## config.mk

```make
export PLATFORM = sky130hd
export DESIGN_NAME = ascon_job_arbiter
export DESIGN_NICKNAME = d
export VERILOG_FILES = /design/src/rtl/ascon_arb_pkg.sv /design/src/rtl/ascon_rr_pick.sv /design/src/rtl/ascon_job_arbiter.sv
export SDC_FILE = /design/constraint.sdc
export NUM_CORES = 1
export LEC_CHECK = 0
export BUFFER_PORTS_ARGS = -buffer_cell sky130_fd_sc_hd__buf_2
export CAP_MARGIN = 20
export CORE_AREA = 2 2 369 371
export CTS_CLUSTER_SIZE = 30
export DETAILED_ROUTE_END_ITERATION = 10
export DIE_AREA = 0 0 371 373
export GPL_ROUTABILITY_DRIVEN = 0
export MAX_ROUTING_LAYER = met4
export SYNTH_ARGS = -nofsm -noshare
export SYNTH_HDL_FRONTEND = slang
export SYNTH_SLANG_ARGS = --single-unit
```

## constraint.sdc

```tcl
create_clock -name clk_i -period 1.9 [get_ports clk_i]
set_input_delay 0.19 -clock clk_i [delete_from_list [all_inputs] [get_ports clk_i]]
set_output_delay 0.19 -clock clk_i [all_outputs]
set_load 0.005 [all_outputs]
```

## src/rtl/ascon_arb_pkg.sv

```systemverilog
// Shared types and widths for the Ascon job arbiter.
// The arbiter, its round-robin picker and the Ascon core interface use these.
package ascon_arb_pkg;

  localparam int KEY_W   = 128;
  localparam int NONCE_W = 128;
  localparam int DATA_W  = 32;

  typedef enum logic [2:0] {
    IDLE,
    GRANT,
    RUN,
    DONE,
    ABORT
  } arb_state_e;

endpackage

```

## src/rtl/ascon_rr_pick.sv

```systemverilog
// Combinational round-robin picker.
// Returns the first requester with req set, searching upward from ptr and wrapping.
module ascon_rr_pick #(
  parameter int NUM_REQ = 2,
  parameter int PW      = (NUM_REQ > 1) ? $clog2(NUM_REQ) : 1
) (
  input  logic [NUM_REQ-1:0] req,
  input  logic [PW-1:0]      ptr,
  output logic [NUM_REQ-1:0] winner,
  output logic               any
);

  localparam logic [PW:0] NR = (PW+1)'(NUM_REQ);

  logic [PW:0] sum;

  // One extra bit holds ptr+offset before the modulo fold, so odd NUM_REQ wraps correctly
  always_comb begin
    winner = '0;
    any    = 1'b0;
    sum    = '0;
    for (int off = 0; off < NUM_REQ; off++) begin
      sum = {1'b0, ptr} + (PW+1)'(off);
      if (sum >= NR) sum = sum - NR;
      if (!any && req[sum[PW-1:0]]) begin
        winner[sum[PW-1:0]] = 1'b1;
        any                 = 1'b1;
      end
    end
  end

endmodule

```

## src/rtl/ascon_job_arbiter.sv

```systemverilog
// Shares one Ascon core between NUM_REQ requesters, one whole job at a time,
// with round-robin fairness, a GRANT/RUN watchdog and start-protocol checking.
module ascon_job_arbiter
  import ascon_arb_pkg::*;
#(
  parameter int NUM_REQ        = 2,
  parameter int TIMEOUT_CYCLES = 4096,
  parameter int TO_W           = 16
) (
  input  logic                       clk_i,
  input  logic                       rst_i,
  input  logic [NUM_REQ-1:0]         req_i,
  input  logic [NUM_REQ*KEY_W-1:0]   key_i,
  input  logic [NUM_REQ-1:0]         key_valid_i,
  input  logic [NUM_REQ*NONCE_W-1:0] nonce_i,
  input  logic [NUM_REQ*DATA_W-1:0]  data_in_i,
  input  logic [NUM_REQ-1:0]         data_in_valid_i,
  input  logic [NUM_REQ-1:0]         start_enc_i,
  input  logic [NUM_REQ-1:0]         start_dec_i,
  output logic [NUM_REQ-1:0]         gnt_o,
  output logic [DATA_W-1:0]          data_out_o,
  output logic [NUM_REQ-1:0]         data_out_valid_o,
  output logic [NUM_REQ-1:0]         done_o,
  output logic [NUM_REQ-1:0]         auth_o,
  output logic [NUM_REQ-1:0]         err_o,
  output logic [KEY_W-1:0]           core_key_o,
  output logic                       core_key_valid_o,
  output logic [NONCE_W-1:0]         core_nonce_o,
  output logic [DATA_W-1:0]          core_data_in_o,
  output logic                       core_data_in_valid_o,
  output logic                       core_start_enc_o,
  output logic                       core_start_dec_o,
  output logic                       core_clr_o,
  input  logic [DATA_W-1:0]          core_data_out_i,
  input  logic                       core_data_out_valid_i,
  input  logic                       core_busy_i,
  input  logic                       core_done_i,
  input  logic                       core_auth_i
);

  localparam int             PW       = (NUM_REQ > 1) ? $clog2(NUM_REQ) : 1;
  localparam logic [PW-1:0]  LAST     = PW'(NUM_REQ - 1);
  localparam bit             WD_EN    = (TIMEOUT_CYCLES != 0);
  localparam logic [TO_W-1:0] WD_LIMIT = TO_W'((TIMEOUT_CYCLES > 0) ? TIMEOUT_CYCLES - 1 : 0);

  arb_state_e          state_q, state_d;
  logic [NUM_REQ-1:0]  gnt_q, gnt_d;
  logic [PW-1:0]       ptr_q, ptr_d;
  logic [TO_W-1:0]     wd_q, wd_d;
  logic [NUM_REQ-1:0]  done_q, done_d, auth_q, auth_d, err_q, err_d;
  logic                clr_q, clr_d;

  logic [NUM_REQ-1:0]  pick_gnt;
  logic                pick_any;
  logic [PW-1:0]       pick_idx;
  logic                sel_req, sel_enc, sel_dec;
  logic                in_job, wd_expired;

  ascon_rr_pick #(.NUM_REQ(NUM_REQ), .PW(PW)) u_pick (
    .req    (req_i),
    .ptr    (ptr_q),
    .winner (pick_gnt),
    .any    (pick_any)
  );

  always_comb begin
    pick_idx = '0;
    for (int i = 0; i < NUM_REQ; i++)
      if (pick_gnt[i]) pick_idx = PW'(i);
  end

  assign in_job     = (state_q == GRANT) || (state_q == RUN);
  assign wd_expired = WD_EN && (wd_q == WD_LIMIT);

  // Route the granted requester's fields to the core; qualifiers only live during GRANT/RUN
  always_comb begin
    core_key_o           = '0;
    core_nonce_o         = '0;
    core_data_in_o       = '0;
    core_key_valid_o     = 1'b0;
    core_data_in_valid_o = 1'b0;
    sel_req              = 1'b0;
    sel_enc              = 1'b0;
    sel_dec              = 1'b0;
    for (int i = 0; i < NUM_REQ; i++) begin
      if (gnt_q[i]) begin
        core_key_o           = key_i[i*KEY_W +: KEY_W];
        core_nonce_o         = nonce_i[i*NONCE_W +: NONCE_W];
        core_data_in_o       = data_in_i[i*DATA_W +: DATA_W];
        core_key_valid_o     = key_valid_i[i] & in_job;
        core_data_in_valid_o = data_in_valid_i[i] & in_job;
        sel_req              = req_i[i];
        sel_enc              = start_enc_i[i];
        sel_dec              = start_dec_i[i];
      end
    end
  end

  // Next-state logic; done beats a simultaneous watchdog expiry in RUN
  always_comb begin
    state_d          = state_q;
    gnt_d            = gnt_q;
    ptr_d            = ptr_q;
    done_d           = '0;
    auth_d           = '0;
    err_d            = '0;
    clr_d            = 1'b0;
    core_start_enc_o = 1'b0;
    core_start_dec_o = 1'b0;
    case (state_q)
      IDLE: begin
        if (pick_any && !core_busy_i) begin
          gnt_d   = pick_gnt;
          state_d = GRANT;
          ptr_d   = (pick_idx == LAST) ? '0 : pick_idx + 1'b1;
        end
      end
      GRANT: begin
        if (sel_enc && sel_dec) begin
          err_d   = gnt_q;
          gnt_d   = '0;
          state_d = IDLE;
        end else if (sel_enc || sel_dec) begin
          core_start_enc_o = sel_enc;
          core_start_dec_o = sel_dec;
          state_d          = RUN;
        end else if (!sel_req) begin
          gnt_d   = '0;
          state_d = IDLE;
        end else if (wd_expired) begin
          err_d   = gnt_q;
          gnt_d   = '0;
          state_d = IDLE;
        end
      end
      RUN: begin
        if (core_done_i) begin
          done_d  = gnt_q;
          auth_d  = core_auth_i ? gnt_q : '0;
          state_d = DONE;
        end else if (wd_expired) begin
          err_d   = gnt_q;
          clr_d   = 1'b1;
          gnt_d   = '0;
          state_d = ABORT;
        end
      end
      DONE: begin
        gnt_d   = '0;
        state_d = IDLE;
      end
      default: begin
        gnt_d   = '0;
        state_d = IDLE;
      end
    endcase
  end

  always_comb begin
    wd_d = wd_q;
    if (state_d != state_q)
      wd_d = '0;
    else if (in_job && (wd_q != '1))
      wd_d = wd_q + 1'b1;
  end

  always_ff @(posedge clk_i) begin
    if (rst_i) begin
      state_q <= IDLE;
      gnt_q   <= '0;
      ptr_q   <= '0;
      wd_q    <= '0;
      done_q  <= '0;
      auth_q  <= '0;
      err_q   <= '0;
      clr_q   <= 1'b0;
    end else begin
      state_q <= state_d;
      gnt_q   <= gnt_d;
      ptr_q   <= ptr_d;
      wd_q    <= wd_d;
      done_q  <= done_d;
      auth_q  <= auth_d;
      err_q   <= err_d;
      clr_q   <= clr_d;
    end
  end

  assign gnt_o            = gnt_q;
  assign done_o           = done_q;
  assign auth_o           = auth_q;
  assign err_o            = err_q;
  assign core_clr_o       = clr_q;
  assign data_out_o       = core_data_out_i;
  assign data_out_valid_o = (state_q == RUN) ? (gnt_q & {NUM_REQ{core_data_out_valid_i}}) : '0;

endmodule

```

==> run_results.csv <==
group,metric,value,unit
timing,hold_violations,0,
timing,min_period,1.93,ns
drt,drt-initial-drc-count,1092,
logic_synthesis,synth_fp_nets,1203,
timing,post-route-period-util,102,%
logic_synthesis,synth-edff-count,0,
worst_setup_path,crit_fanout,19,
worst_setup_path,cp-end-kind,"primary output",
logic_synthesis,synth_ff_type,"dfxtp_1",
global_route,grt_antenna_before_repair,181,
logic_synthesis,netlist_area,4630,µm²
logic_synthesis,synth_top_area_share,54.5,%
worst_setup_path,crit_slowest_cell,"dfxtp_4",
worst_setup_path,cp.depth,5,
logic_synthesis,synth_largest_area_cell,"a22o_1",
worst_setup_path,critPathBufInv,4,
global_route,grt_pass1_vias,8975,
floorplanning,die_area,138000,µm²
floorplanning,rows,135,
logic_synthesis,avgSynthCellArea,8.01,µm²
logic_synthesis,synth_cells,578,
layout,n_fill_cell,15691,
worst_hold_path,hold_class,"input port to flop",
drt,route.vias.total,10365,
clock_tree,cts_buffer_depth,2,
drt,wl_met1,34.1,mm
clock_tree,numCtsBuffers,5,
logic_synthesis,seq_area_frac_synth,12.5,%
floorplanning,core_area,135000,µm²
global_route,grt_overflow,0,
run,cap_viol_max_count,0,
drt,viasPerCell,3.16,
worst_hold_path,holdPathStages,2,
timing,finalMaxSlewViolations,0,
place,dpl.hpwl,105,mm
global_route,grt_usage,15.7,%
worst_setup_path,arrival,1.74,ns
worst_setup_path,cp_top_family,"buffers and inverters",
layout,final_nets,2075,
worst_setup_path,slowest_delay,0.37,ns
layout,syn_to_final_growth,188,%
power_and_ir_drop,ir_drop,0.268,mV
timing,setup_ws,-0.0344,ns
timing,worst_pin_slew,0.503,ns
timing,fmax,517,MHz
power_and_ir_drop,p_per_area,324,nW/µm²
layout,fin_util,9.90,%
worst_setup_path,critPathLaunchType,"flop",
worst_setup_path,cp_common_cell,"buf_12",
floorplanning,fp.dieW,371,µm
worst_setup_path,critPathRequiredTime,1.71,ns
logic_synthesis,ys_warn_count,0,
worst_setup_path,ff2ff_path_depth,5,
timing,whs,0.168,ns
drt,routed_wl,115,mm
drt,wl_met2,53.7,mm
clock_tree,cts-root-buf,"clkbuf_16",
outcome,status,"complete, but fails checks",
clock_tree,cts.clk_slew.worst_paths,0.05,ns
outcome,failed_checks,"negative setup slack",
timing,fin_worst_skew,0.00569,ns
clock_tree,cts_tree,"built",
global_route,grt_pass1_wl,128,mm
worst_setup_path,path_cells,"buf_12 > buf_16 > clkbuf_16 > a22o_4 > buf_12",
logic_synthesis,ys_top_cells_by_area,"a22o_1 (55%), dfxtp_1 (13%), clkbuf_1 (5.5%), buf_4 (5.2%), xor2_1 (2.1%)",
worst_setup_path,path_class,"flop to primary output",
layout,layout_commonest_cell,"buf_2",
layout,drive_gt1_share,70.7,%
drt,dr.pass1.iters,7,
clock_tree,clk_latency,0.28,ns
logic_synthesis,synth_cell_type_count,48,
layout,final_cell_mix,"buf_2 (773), a22o_1 (268), buf_4 (89)",
global_route,grt_max_degree,46,
power_and_ir_drop,p_leak,6.36,nW
floorplanning,start_util,3.44,%
drt,drc,0,
drt,routed.top_layer,"met4",
logic_synthesis,async_flop_share,0,%
timing,finalSetupTns,-0.153,ns
drt,wl_per_cell,35.1,µm
place,io_buffer_count,894,
drt,antenna_left,0,
timing,slew_headroom,66.5,%
floorplanning,die_h,373,µm
clock_tree,cts_max_level,2,
floorplanning,pin_count,959,
logic_synthesis,synth_seq_cells,29,
timing,rsz0062_at_grt,"yes",
clock_tree,cts_sinks,29,
drt,route.met3.wl,23.3,mm
timing,setup_violations,16,
-- through the flow --
stage          power (W)  instances  area [µm²]  setup WS (ns)
4_1_cts          0.00423       3213       12700        -0.0847
3_3_place_gp     0.00323       3199       12000         -0.100
6_report         0.00432       3277       13300        -0.0344
5_1_grt          0.00458       3264       13300        -0.0821
2_1_floorplan    0.00131        578        4630       -0.00430
3_5_place_dp     0.00324       3199       12000         -0.111
-- kinds of logic after synthesis --
family | synth area share (%)
compound gates | 59.8
xor+xnor | 3.03
fa+ha+maj | 0.270
buf+inv | 11.7
flops | 12.5
simple gates | 12.7
-- cell type report --
cell class                      instances  area [µm²]  share of cell area [%]
Timing Repair Buffer                  970        6490                    48.7
Multi-Input combinational cell        441        3730                    28.0
Tap cell                             1781        2230                    16.7
Sequential cell                        29         591                    4.43
Clock buffer                            7         153                    1.15
Antenna cell                           45         113                   0.845
Inverter                                3        11.3                  0.0845
Clock inverter                          1        5.00                  0.0376
-- path summary, 6_finish.rpt --
| check | slack (ns) | from | end |
|---|---|---|---|
| setup / recovery | -0.03 | gnt_o[1] | core_nonce_o[127] |
| hold / removal | 0.17 | core_auth_i | auth_o[1] |
| setup reg to reg | -0.02 | wd_q[12] | wd_q[15] |
| hold reg to reg | 0.54 | wd_q[4] | wd_q[4] |
-- sequential cells by signal, indices dropped and copies added (netlist names) --
name / count
done_o: 2
wd_q: 16
err_o: 2
auth_o: 2
gnt_o: 2
core_clr_o: 1
ptr_q: 1
state_q: 3
-- synth_stat cells, types with 3 or more instances --
library cell  count
a22o_1          288
clkbuf_1         68
buf_4            32
dfxtp_1          29
nor2_1           18
nand3_1          11
xor2_1           11
nand2_1          10
nor2_2           10
and3_1            8
nand4_1           8
nor3_1            8
a21oi_1           6
o21ai_0           6
a22oi_1           5
xnor2_1           5
and2_1            4
and4_1            4
nor3b_1           4
nor4_1            4
and3b_1           3
buf_1             3
inv_1             3
-- repair_timing --
action,4_1_cts,5_1_grt
endpoints found under the setup margin,235,244
pin swaps,5,16
resized for setup,105,63
gates cloned,3,8
hold buffers,0,0
setup buffers,3,11
-- report_power, final --
group / switching (W) / internal [W]
Sequential: 0.00000915 / 0.000615
Clock: 0.000270 / 0.000553
Combinational: 0.00150 / 0.00137
-- routing by layer --
layer	vias to the layer above	track usage, %
li1	4156	-
met1	4798	13.7
met2	1073	25.9
met3	338	13.4
met4	0	2.86
met5	-	-
Power figures use the tool's default switching activity.
